## src/rtl/namuru_pkg.sv

```systemverilog
// Shared constants for the namuru correlator timebase.
package namuru_pkg;

  localparam int DIV_W       = 24;
  localparam int CNT_W       = 24;
  localparam int RST_TIC_DIV = 1636799;
  localparam int RST_ACC_DIV = 16367;
  localparam int DIV_MIN     = 2;

endpackage

```

## src/rtl/namuru_divider.sv

```systemverilog
// Clamped reload down-counter with a shadow divide register, producing a
// registered strobe when the count reads 0 and a pre-strobe one cycle earlier.
module namuru_divider
  import namuru_pkg::*;
#(
  parameter int W       = DIV_W,
  parameter int RST_VAL = RST_TIC_DIV
) (
  input  logic         gps_rec_clk,
  input  logic         sys_rst_n,
  input  logic         enable,
  input  logic         div_we,
  input  logic [W-1:0] div_dat,
  output logic         pre_strobe,
  output logic         strobe,
  output logic [W-1:0] divide
);

  localparam logic [W-1:0] MIN_VAL = W'(DIV_MIN);
  localparam logic [W-1:0] RST_DIV = W'(RST_VAL);
  localparam logic [W-1:0] RST_CNT = (RST_DIV < MIN_VAL) ? MIN_VAL : RST_DIV;

  logic [W-1:0] cnt;
  logic [W-1:0] eff_div;

  // Values below the minimum are kept in the readback but counted as the minimum.
  assign eff_div = (divide < MIN_VAL) ? MIN_VAL : divide;

  always_ff @(posedge gps_rec_clk or negedge sys_rst_n) begin
    if (!sys_rst_n) begin
      divide     <= RST_DIV;
      cnt        <= RST_CNT;
      pre_strobe <= 1'b0;
      strobe     <= 1'b0;
    end else begin
      if (div_we) divide <= div_dat;
      if (!enable) begin
        cnt        <= eff_div;
        pre_strobe <= 1'b0;
        strobe     <= 1'b0;
      end else begin
        pre_strobe <= (cnt == W'(1));
        strobe     <= (cnt == '0);
        cnt        <= (cnt == '0) ? eff_div : cnt - 1'b1;
      end
    end
  end

endmodule

```

## src/rtl/namuru_time_base.sv

```systemverilog
// Timebase for the namuru GPS correlator: TIC/PRE_TIC/ACCUM strobes, TIC epoch
// counter and the sticky accumulation interrupt / overrun flags.
module namuru_time_base
  import namuru_pkg::*;
(
  input  logic             gps_rec_clk,
  input  logic             sys_rst_n,
  input  logic             enable,
  input  logic             tic_div_we,
  input  logic             accum_div_we,
  input  logic [DIV_W-1:0] div_dat,
  input  logic             int_clr,
  output logic             pre_tic_enable,
  output logic             tic_enable,
  output logic             accum_enable,
  output logic             accum_int,
  output logic             accum_ovr,
  output logic [CNT_W-1:0] tic_count,
  output logic [DIV_W-1:0] tic_divide,
  output logic [DIV_W-1:0] accum_divide
);

  logic [CNT_W-1:0] tic_count_q;
  logic             acc_pre_unused;

  namuru_divider #(
    .W       (DIV_W),
    .RST_VAL (RST_TIC_DIV)
  ) u_tic_div (
    .gps_rec_clk (gps_rec_clk),
    .sys_rst_n   (sys_rst_n),
    .enable      (enable),
    .div_we      (tic_div_we),
    .div_dat     (div_dat),
    .pre_strobe  (pre_tic_enable),
    .strobe      (tic_enable),
    .divide      (tic_divide)
  );

  namuru_divider #(
    .W       (DIV_W),
    .RST_VAL (RST_ACC_DIV)
  ) u_acc_div (
    .gps_rec_clk (gps_rec_clk),
    .sys_rst_n   (sys_rst_n),
    .enable      (enable),
    .div_we      (accum_div_we),
    .div_dat     (div_dat),
    .pre_strobe  (acc_pre_unused),
    .strobe      (accum_enable),
    .divide      (accum_divide)
  );

  assign tic_count = tic_count_q;

  // A dump coincident with a clear wins; the clear then only suppresses a new overrun.
  always_ff @(posedge gps_rec_clk or negedge sys_rst_n) begin
    if (!sys_rst_n) begin
      tic_count_q <= '0;
      accum_int   <= 1'b0;
      accum_ovr   <= 1'b0;
    end else begin
      if (tic_enable) tic_count_q <= tic_count_q + 1'b1;
      if (accum_enable) begin
        accum_int <= 1'b1;
        if (accum_int && !int_clr) accum_ovr <= 1'b1;
      end else if (int_clr) begin
        accum_int <= 1'b0;
        accum_ovr <= 1'b0;
      end
    end
  end

endmodule

```

## config.mk

```make
export PLATFORM = sky130hd
export DESIGN_NAME = namuru_time_base
export DESIGN_NICKNAME = d
export VERILOG_FILES = /design/src/rtl/namuru_pkg.sv /design/src/rtl/namuru_divider.sv /design/src/rtl/namuru_time_base.sv
export SDC_FILE = /design/constraint.sdc
export NUM_CORES = 1
export LEC_CHECK = 0
export CAP_MARGIN = 40
export CORE_ASPECT_RATIO = 2
export CORE_MARGIN = 1.5
export CORE_UTILIZATION = 35
export DETAILED_ROUTE_END_ITERATION = 7
export HOLD_SLACK_MARGIN = 0.02
export SLEW_MARGIN = 20
export SYNTH_ARGS = -nofsm -noshare
export SYNTH_HDL_FRONTEND = slang
export SYNTH_SLANG_ARGS = --single-unit
```

## constraint.sdc

```tcl
create_clock -name gps_rec_clk -period 2.8 [get_ports gps_rec_clk]
set_input_delay 0.84 -clock gps_rec_clk [delete_from_list [all_inputs] [get_ports gps_rec_clk]]
set_output_delay 0.84 -clock gps_rec_clk [all_outputs]
set_load 0.05 [all_outputs]
```

==> flow_metrics.tcl, run 1 <==
set metrics [dict create \
    status "finished clean" \
    pwr-share-seq_pct 41.5 \
    synth_most_common_cell "dfrtp_1" \
    synth_top_family_by_area "simple AND/OR/NAND/NOR gates" \
    hold_buffers 0 \
    ios 107 \
    avgSynthCellArea_um2 11.5 \
    cp.depth 1 \
    crit_chain "clkdlybuf4s50_1" \
    synth_cell_types 45 \
    p_leak_nw 3.10 \
    grt_use_total_pct 18.5 \
    slowest_stage "clkdlybuf4s50_1" \
    fin_skew_ns 0.0131 \
    drt_pass1_iterations 4 \
    syn-cell-area_mm2 0.00595 \
    first_iter_violations 163 \
    worst_slew_margin_rel_pct 51.6 \
    startpoint_type "flip-flop" \
    core_area_mm2 0.0167 \
    post-route-min-period_ns 2.67 \
    p_sw_mw 1.62 \
    setup.worst_path.class "reg -> out" \
    grt_pass1_vias 4901 \
    htreeDepth 4 \
    row_count 67 \
    cts_setup_buffers 0 \
    post-route-period-util_pct 95.2 \
    cts_resized 0 \
    synth_cells 516 \
    yosys-top-cells-count "69 x dfrtp_1, 62 x nand2_1, 56 x dfstp_2" \
    instances_no_fill 860 \
    critPathMaxStageDelay_ns 0.82 \
    wl_um 15300 \
    p_clk_share_pct 41.0 \
    clkTransAtPathRegs_ns 0.06 \
    critPathTopFamily "buffers and inverters" \
    slew_viol_final 0 \
    drc_errors 0 \
    wl_per_cell_um 17.8 \
    end_kind "output port" \
    fin_tns_setup_ns 0 \
    synth_area_leaders "dfrtp_1 29%, dfstp_2 25%, mux2_2 9.3%" \
    fill_cells 1534 \
    async_reset_ff_share_pct 100 \
    path_buf_inv 1 \
    grt_max_degree 41 \
    die-area_mm2 0.0178 \
    path_max_fanout 4 \
    ir_worst_vdd_v 0.000434 \
    yosysTopAreaCell "dfrtp_1" \
    diodes 0 \
    synth_edf_count 0 \
    synth_compound_area_share_pct 7.17 \
    clockBufferDepth 2 \
    yosysWarnings 0 \
    crit_required_ns 1.96 \
    grt_pass1_wl_um 25000 \
    nets 676 \
    io_buffers 106 \
    cts_num_sinks 125 \
    root_buffer "clkbuf_16" \
    hold_class "in -> async" \
    syn-num-nets 552 \
    finalSetupViolCount 0 \
    drive_above_1_share_pct 28.8 \
    start_util_pct 35.7 \
    chipHeight_um 187 \
    die_x_um 95.2 \
    muxShareOfSynthArea_pct 9.28 \
    tritoncts "done" \
    clock_latency_ns 0.41 \
    synth_xor_area_share_pct 9.28 \
    rr_worst_depth 8 \
    ys.flop_type "dfrtp_1" \
    vias 4437 \
    overflow 0 \
    power_frac_comb_pct 17.4 \
    area_delta_synth_final_pct 33.2 \
    drv_cap 0 \
    p_int_mw 3.86 \
    synthAdderAreaFrac_pct 1.26 \
    crit_arrival_ns 1.83 \
    p_per_area_mw_per_mm2 692 \
    fmax_mhz 375 \
    swShare_pct 29.5 \
    vias_per_cell 5.16 \
    finalWeightedCongestion 0.780 \
    worst_pin_slew_ns 0.721 \
    antenna_found_initial 0 \
    synth-simple-area-share_pct 16.7 \
    hold_viol_final 0 \
    synth-seq-cells 125 \
    hpwl_um 11700 \
    synth.top_cell.area_share_pct 29.0 \
    cts_made_buffers 17 \
    seq_area_frac_synth_pct 53.8 \
    numPlacedInstances 828 \
    ant_nets 0 \
    rsz0062_at_grt "false" \
    fin_hold_ws_ns 0.411 \
]
power by group through the flow:
stage	sequential [mW]	clock (mW)	combinational [mW]
floorplan	2.49	0	0.380
global placement	2.29	0	0.946
detailed placement	2.30	0	0.961
CTS	2.28	2.30	0.967
global route	2.31	2.36	1.03
finish	2.28	2.25	0.956
area by class of cell:
cell class,count,area (um2),area share [%]
Timing Repair Buffer,124,1220,15.4
Tap cell,207,259,3.27
Clock buffer,21,480,6.07
Sequential cell,125,3200,40.4
Inverter,7,26.3,0.332
Multi-Input combinational cell,365,2610,32.9
Clock inverter,11,133,1.67
registers in the layout, indices dropped and copies added (netlist names):
signal                count
accum_int                 1
accum_ovr                 1
tic_count                24
u_acc_div.cnt            24
u_acc_div.divide         24
u_acc_div.strobe          1
u_tic_div.cnt            24
u_tic_div.divide         24
u_tic_div.pre_strobe      1
u_tic_div.strobe          1
stage by stage:
step	area [um2]	total power, mW	setup slack [ns]	utilization, %
final	7920	5.48	0.135	47.5
after global routing	7920	5.70	0.101	47.5
after CTS	7920	5.54	0.106	47.5
after detailed placement	7310	3.26	0.303	43.8
after global placement	7310	3.24	0.361	43.8
after floorplan	5950	2.87	0.541	-
kinds of logic (layout without fill, tap and decap cells):
kind of cell,count (synthesis),count (layout)
AOI/OAI and AO/OA,62,62
adders and majority gates,6,6
DFF,125,125
xor gates and xnor gates,63,63
muxes,49,49
buffers and inverters,26,163
and+or+nand+nor,185,185
metal layers:
metal,global-route usage [%],routed length (um)
met3,4.27,538
met4,8.84,529
met1,17.8,5290
met5,0,0
met2,35.1,8980
placed cells by master (no fill, tap or decap), types with 2 or more instances in the layout:
master / synthesis / final
clkinvlp_4: 0 / 2
bufinv_16: 0 / 2
a21oi_1: 4 / 4
nand3b_1: 7 / 7
nor4b_1: 2 / 2
nor3_1: 13 / 13
dfstp_2: 56 / 56
o21ai_2: 20 / 20
or3_1: 2 / 2
nor4_1: 23 / 23
nand4b_1: 2 / 2
mux2_2: 49 / 49
inv_1: 7 / 7
o31ai_4: 1 / 2
o21ai_0: 21 / 21
or4_1: 9 / 9
nand4_1: 14 / 14
o21ai_1: 9 / 9
a21o_1: 3 / 3
clkinv_4: 0 / 4
dfrtp_1: 69 / 69
nand2_2: 2 / 2
xor2_1: 26 / 26
clkdlybuf4s50_1: 0 / 105
nor2_1: 24 / 24
nand2_1: 62 / 62
clkbuf_8: 0 / 4
nor2b_1: 2 / 2
or3b_2: 2 / 2
buf_12: 1 / 2
buf_4: 4 / 17
nand3_1: 7 / 7
xnor2_1: 37 / 37
o31ai_1: 2 / 2
inv_6: 0 / 2
ha_1: 6 / 6
clkbuf_16: 0 / 17
and4_1: 5 / 5
path summary, 6_finish.rpt:
check,from,end,slack (ns)
max in group asynchronous,sys_rst_n,u_acc_div.divide[13],1.61
hold reg to reg,u_acc_div.divide[2],u_acc_div.cnt[2],0.48
min in group gps_rec_clk,u_acc_div.divide[2],u_acc_div.cnt[2],0.48
setup / recovery,u_tic_div.divide[11],tic_divide[11],0.13
hold / removal,sys_rst_n,u_tic_div.cnt[6],0.41
setup reg to reg,u_tic_div.cnt[0],u_tic_div.cnt[3],0.30
Note: power is estimated with default switching activity, not from simulation.
==> inputs of run 2 (changes only) <==
--- a/config.mk
+++ b/config.mk
@@ -11,4 +11,6 @@
 export CORE_UTILIZATION = 35
+export CTS_CLUSTER_DIAMETER = 80
 export DETAILED_ROUTE_END_ITERATION = 7
 export HOLD_SLACK_MARGIN = 0.02
+export SETUP_SLACK_MARGIN = 0.02
 export SLEW_MARGIN = 20
==> constraint.sdc (replaced) <==
create_clock -name gps_rec_clk -period 2.8 [get_ports gps_rec_clk]
set_input_delay 0.28 -clock gps_rec_clk [delete_from_list [all_inputs] [get_ports gps_rec_clk]]
set_output_delay 0.28 -clock gps_rec_clk [all_outputs]
set_load 0.05 [all_outputs]
==> run 2 against run 1 <==
  * Global-route usage fell by 0.13 points
  * Die area did not move
  * Power fell by 1.4%
==> flow_metrics.tcl, run 2 (synthesis results as in run 1) <==
set metrics [dict create \
    nets 678 \
    swShare_pct 29.4 \
    end_kind "flip-flop" \
    vias_per_cell 5.19 \
    p_int_mw 3.81 \
    worst_pin_slew_ns 0.701 \
    r2r_start "u_tic_div.cnt[1]" \
    startpoint_type "flip-flop" \
    drv_cap 0 \
    area_delta_synth_final_pct 33.3 \
    core_area_mm2 0.0167 \
    drc_errors 0 \
    reg2reg_slack_ns 0.27 \
    path_max_fanout 18 \
    worst_slew_margin_rel_pct 53.0 \
    setup_slack_ns 0.271 \
    row_count 67 \
    tritoncts "done" \
    die_x_um 95.2 \
    clkTransAtPathRegs_ns 0.05 \
    rsz0062_at_grt "false" \
    cts_made_buffers 17 \
    hold_buffers 1 \
    fmax_mhz 395 \
    wl_um 15500 \
    htreeDepth 4 \
    finalWeightedCongestion 0.858 \
    fill_cells 1545 \
    fin_skew_ns 0.0121 \
    numPlacedInstances 828 \
    cts_resized 0 \
    cts_setup_buffers 0 \
    slew_viol_final 0 \
    dp_slack_ns 0.288 \
    grt_pass1_vias 4815 \
    root_buffer "clkbuf_16" \
    p_clk_share_pct 40.0 \
    p_sw_mw 1.59 \
    io_buffers 106 \
    die-area_mm2 0.0178 \
    hold_class "in -> async" \
    vias 4475 \
    final_common_cell "clkdlybuf4s50_1" \
    pwr-share-seq_pct 42.2 \
    fin_tns_setup_ns 0 \
    drive_above_1_share_pct 28.2 \
    most-common-layout-cells "105 x clkdlybuf4s50_1, 69 x dfrtp_1, 62 x nand2_1" \
    grt_pass1_wl_um 24700 \
    instances_no_fill 862 \
    start_util_pct 35.7 \
    grt_max_degree 62 \
    setup.worst_path.class "reg -> reg" \
    power_frac_comb_pct 17.8 \
    first_iter_violations 217 \
    cts_num_sinks 125 \
    antenna_found_initial 0 \
    hpwl_um 11800 \
    power_mw 5.41 \
    diodes 0 \
    crit_required_ns 3.13 \
    post-route-util_pct 47.5 \
    chipHeight_um 187 \
    hold_viol_final 0 \
    ant_nets 0 \
    rr_worst_depth 8 \
    clock_latency_ns 0.42 \
    ir_worst_vdd_v 0.000394 \
    clockBufferDepth 2 \
    wl_per_cell_um 17.9 \
    drt_pass1_iterations 4 \
    post-route-period-util_pct 90.3 \
    grt_use_total_pct 18.4 \
    ios 107 \
    crit_arrival_ns 2.86 \
    p_leak_nw 3.10 \
    status "finished clean" \
    post-route-min-period_ns 2.53 \
    p_per_area_mw_per_mm2 682 \
    overflow 0 \
    finalSetupViolCount 0 \
    r2r-end "u_tic_div.cnt[17]" \
]
==> run 2: worst max-delay path, stage by stage, from the launching register on <==
cell and delay (ns):
dfstp_2 0.37, inv_1 0.09, ha_1 0.18, or4b_2 0.59
or3_1 0.42, o31ai_4 0.35, buf_4 0.29, nand2_1 0.08
o21ai_1 0.09
==> run 2: area by class of cell <==
| type | instances | area (um2) | share of cell area (%) |
|---|---|---|---|
| tap | 207 | 259 | 3.27 |
| timing repair buffer | 126 | 1260 | 15.8 |
| sequential | 125 | 3200 | 40.3 |
| inverter | 7 | 26.3 | 0.331 |
| clock buffer | 22 | 465 | 5.87 |
| clock inverter | 10 | 116 | 1.47 |
| multi-input combinational | 365 | 2610 | 32.9 |
==> run 2: routing by layer <==
layer / routed length, um / vias to the layer above / track usage (%) / part of all wire [%]
met1: 5400 / 2216 / 18.3 / 35
met5: 0 / - / 0 / 0
met2: 8910 / 123 / 33.8 / 58
met3: 577 / 35 / 3.78 / 3.7
met4: 590 / 0 / 10.2 / 3.8
li1: - / 2101 / - / -
==> run 2: power by group through the flow <==
stage          Combinational [mW]  Sequential (mW)  Clock, mW
3_3_place_gp                0.941             2.30          0
2_1_floorplan               0.380             2.49          0
6_report                    0.960             2.28       2.16
4_1_cts                     0.964             2.28       2.21
5_1_grt                      1.03             2.31       2.29
3_5_place_dp                0.958             2.31          0
==> run 2: worst max path at each step <==
stage,end,slack (ns),from
3_5_place_dp,u_tic_div.cnt[17],0.29,u_tic_div.cnt[1]
6_report,u_tic_div.cnt[17],0.27,u_tic_div.cnt[1]
4_1_cts,u_tic_div.cnt[18],0.27,u_tic_div.cnt[1]
2_1_floorplan,u_tic_div.cnt[10],0.54,u_tic_div.cnt[1]
5_1_grt,u_tic_div.cnt[15],0.07,u_tic_div.cnt[1]
3_3_place_gp,u_acc_div.cnt[4],0.34,u_acc_div.cnt[18]
==> run 2: through the flow <==
stage          instance area, um2  hold slack, ns
6_report                     7930           0.221
5_1_grt                      7930           0.235
4_1_cts                      7900           0.477
3_5_place_dp                 7310           0.424
3_3_place_gp                 7310           0.410
2_1_floorplan                5950         -0.0156
==> inputs of run 3 (changes only) <==
Settings changed: CORE_MARGIN 1.5 to default, CTS_BUF_LIST from default to sky130_fd_sc_hd__clkbuf_8, PLACE_DENSITY_LB_ADDON from default to 0.08.
==> run 3 against run 2 <==
  * Worst hold slack gained 0.20 ns
  * Sequential power is essentially flat
  * Clock power shrank 24%
  * Setup slack gained 0.12 ns
  * Largest cell class unchanged
==> flow_metrics.tcl, run 3 (synthesis results as in run 1) <==
set metrics [dict create \
    startpoint_type "flip-flop" \
    cts_num_sinks 125 \
    clockBufferDepth 2 \
    pwr-share-seq_pct 46.7 \
    cts_made_buffers 17 \
    power_frac_comb_pct 19.6 \
    ir_worst_vdd_v 0.000275 \
    area_delta_synth_final_pct 29.5 \
    grt_pass1_wl_um 25700 \
    htreeDepth 4 \
    post-route-period-util_pct 86.1 \
    critPathTopFamily "simple AND/OR/NAND/NOR gates" \
    diodes 0 \
    ant_nets 0 \
    hold_class "in -> async" \
    die-area_mm2 0.0176 \
    critPathMaxStageDelay_ns 0.55 \
    grt_pass1_vias 4688 \
    wl_um 15700 \
    chipHeight_um 186 \
    first_iter_violations 214 \
    row_count 67 \
    wl_per_cell_um 18.4 \
    overflow 0 \
    post-route-min-period_ns 2.41 \
    path_max_fanout 47 \
    fin_tns_setup_ns 0 \
    clkTransAtPathRegs_ns 0.07 \
    most-common-layout-cells "105 x clkdlybuf4s50_1, 69 x dfrtp_1, 62 x nand2_1" \
    swShare_pct 31.0 \
    p_leak_nw 3.00 \
    clock_latency_ns 0.43 \
    drc_errors 0 \
    fin_skew_ns 0.0165 \
    p_sw_mw 1.51 \
    slew_viol_final 0 \
    cts_resized 0 \
    drv_cap 0 \
    r2r_start "u_acc_div.cnt[10]" \
    start_util_pct 35.7 \
    setup_slack_ns 0.390 \
    hold_buffers 1 \
    die_x_um 94.2 \
    io_buffers 106 \
    grt_use_total_pct 19.6 \
    setup.worst_path.class "reg -> reg" \
    crit_arrival_ns 2.69 \
    drt_pass1_iterations 4 \
    vias 4405 \
    vias_per_cell 5.15 \
    r2r-end "u_acc_div.cnt[22]" \
    slowest_stage "or4_4" \
    dp_slack_ns 0.394 \
    worst_slew_margin_rel_pct 53.9 \
    rsz0062_at_grt "false" \
    fill_cells 1558 \
    status "finished clean" \
    worst_pin_slew_ns 0.691 \
    finalSetupViolCount 0 \
    antenna_found_initial 0 \
    p_int_mw 3.36 \
    rr_worst_depth 6 \
    grt_max_degree 58 \
    cts_setup_buffers 0 \
    final_common_cell "clkdlybuf4s50_1" \
    fmax_mhz 415 \
    root_buffer "clkbuf_8" \
    finalWeightedCongestion 0.765 \
    crit_required_ns 3.08 \
    core_area_mm2 0.0167 \
    drive_above_1_share_pct 27.9 \
    p_clk_share_pct 33.7 \
    nets 672 \
    end_kind "flip-flop" \
    ios 107 \
    crit_chain "or4_4 -> or4b_4 -> o31ai_4 -> buf_12 -> nor2b_1 -> a21oi_1" \
    reg2reg_slack_ns 0.39 \
    p_per_area_mw_per_mm2 632 \
    path_buf_inv 1 \
    hold_viol_final 0 \
    hpwl_um 11900 \
    tritoncts "done" \
]
-- run 3: cell types whose count changed in the layout (fill, tap and decap cells not counted), moves of 4 or more --
cell / change
clkbuf_16: -18
clkbuf_1: -4
buf_4: -6
clkbuf_8: +19
-- run 3: metal layers --
layer | up-vias | track usage, % | share of wire (%)
li1 | 2077 | - | -
met1 | 2200 | 20.5 | 36
met2 | 102 | 36.1 | 58
met3 | 26 | 3.79 | 2.6
met4 | 0 | 9.23 | 3.8
met5 | - | 0 | 0
-- run 3: power by group through the flow --
stage	clock network, mW	logic [mW]	registers, mW
after global routing	1.78	1.03	2.31
after floorplan	0	0.380	2.49
final	1.64	0.955	2.27
after global placement	0	0.950	2.30
after detailed placement	0	0.960	2.30
after CTS	1.70	0.966	2.28
-- run 3: worst max-delay path by stage --
| stage | start | endpoint | cells past startpoint |
|---|---|---|---|
| floorplan | u_tic_div.cnt[1] | u_tic_div.cnt[10] | 9 |
| global placement | u_acc_div.cnt[10] | u_acc_div.cnt[22] | 6 |
| detailed placement | u_acc_div.cnt[10] | u_acc_div.cnt[22] | 6 |
| CTS | u_acc_div.cnt[10] | u_acc_div.cnt[22] | 6 |
| global route | u_tic_div.cnt[1] | u_tic_div.cnt[14] | 8 |
| finish | u_acc_div.cnt[10] | u_acc_div.cnt[22] | 6 |
-- run 3: layout make-up --
type | count | area [um2] | area share [%]
Tap cell | 207 | 259 | 3.36
Inverter | 7 | 26.3 | 0.341
Timing Repair Buffer | 120 | 1200 | 15.6
Multi-Input combinational cell | 365 | 2610 | 33.8
Sequential cell | 125 | 3200 | 41.5
Clock buffer | 19 | 262 | 3.40
Clock inverter | 12 | 148 | 1.92
-- run 3: per-stage QoR --
stage	instances	area, um2	utilization (%)	power (mW)	hold WS [ns]
2_1_floorplan	516	5950	-	2.87	-0.0156
3_3_place_gp	823	7280	43.7	3.25	0.366
3_5_place_dp	823	7280	43.7	3.26	0.369
4_1_cts	855	7700	46.2	4.94	0.427
5_1_grt	855	7700	46.2	5.11	0.435
6_report	855	7700	46.2	4.87	0.423
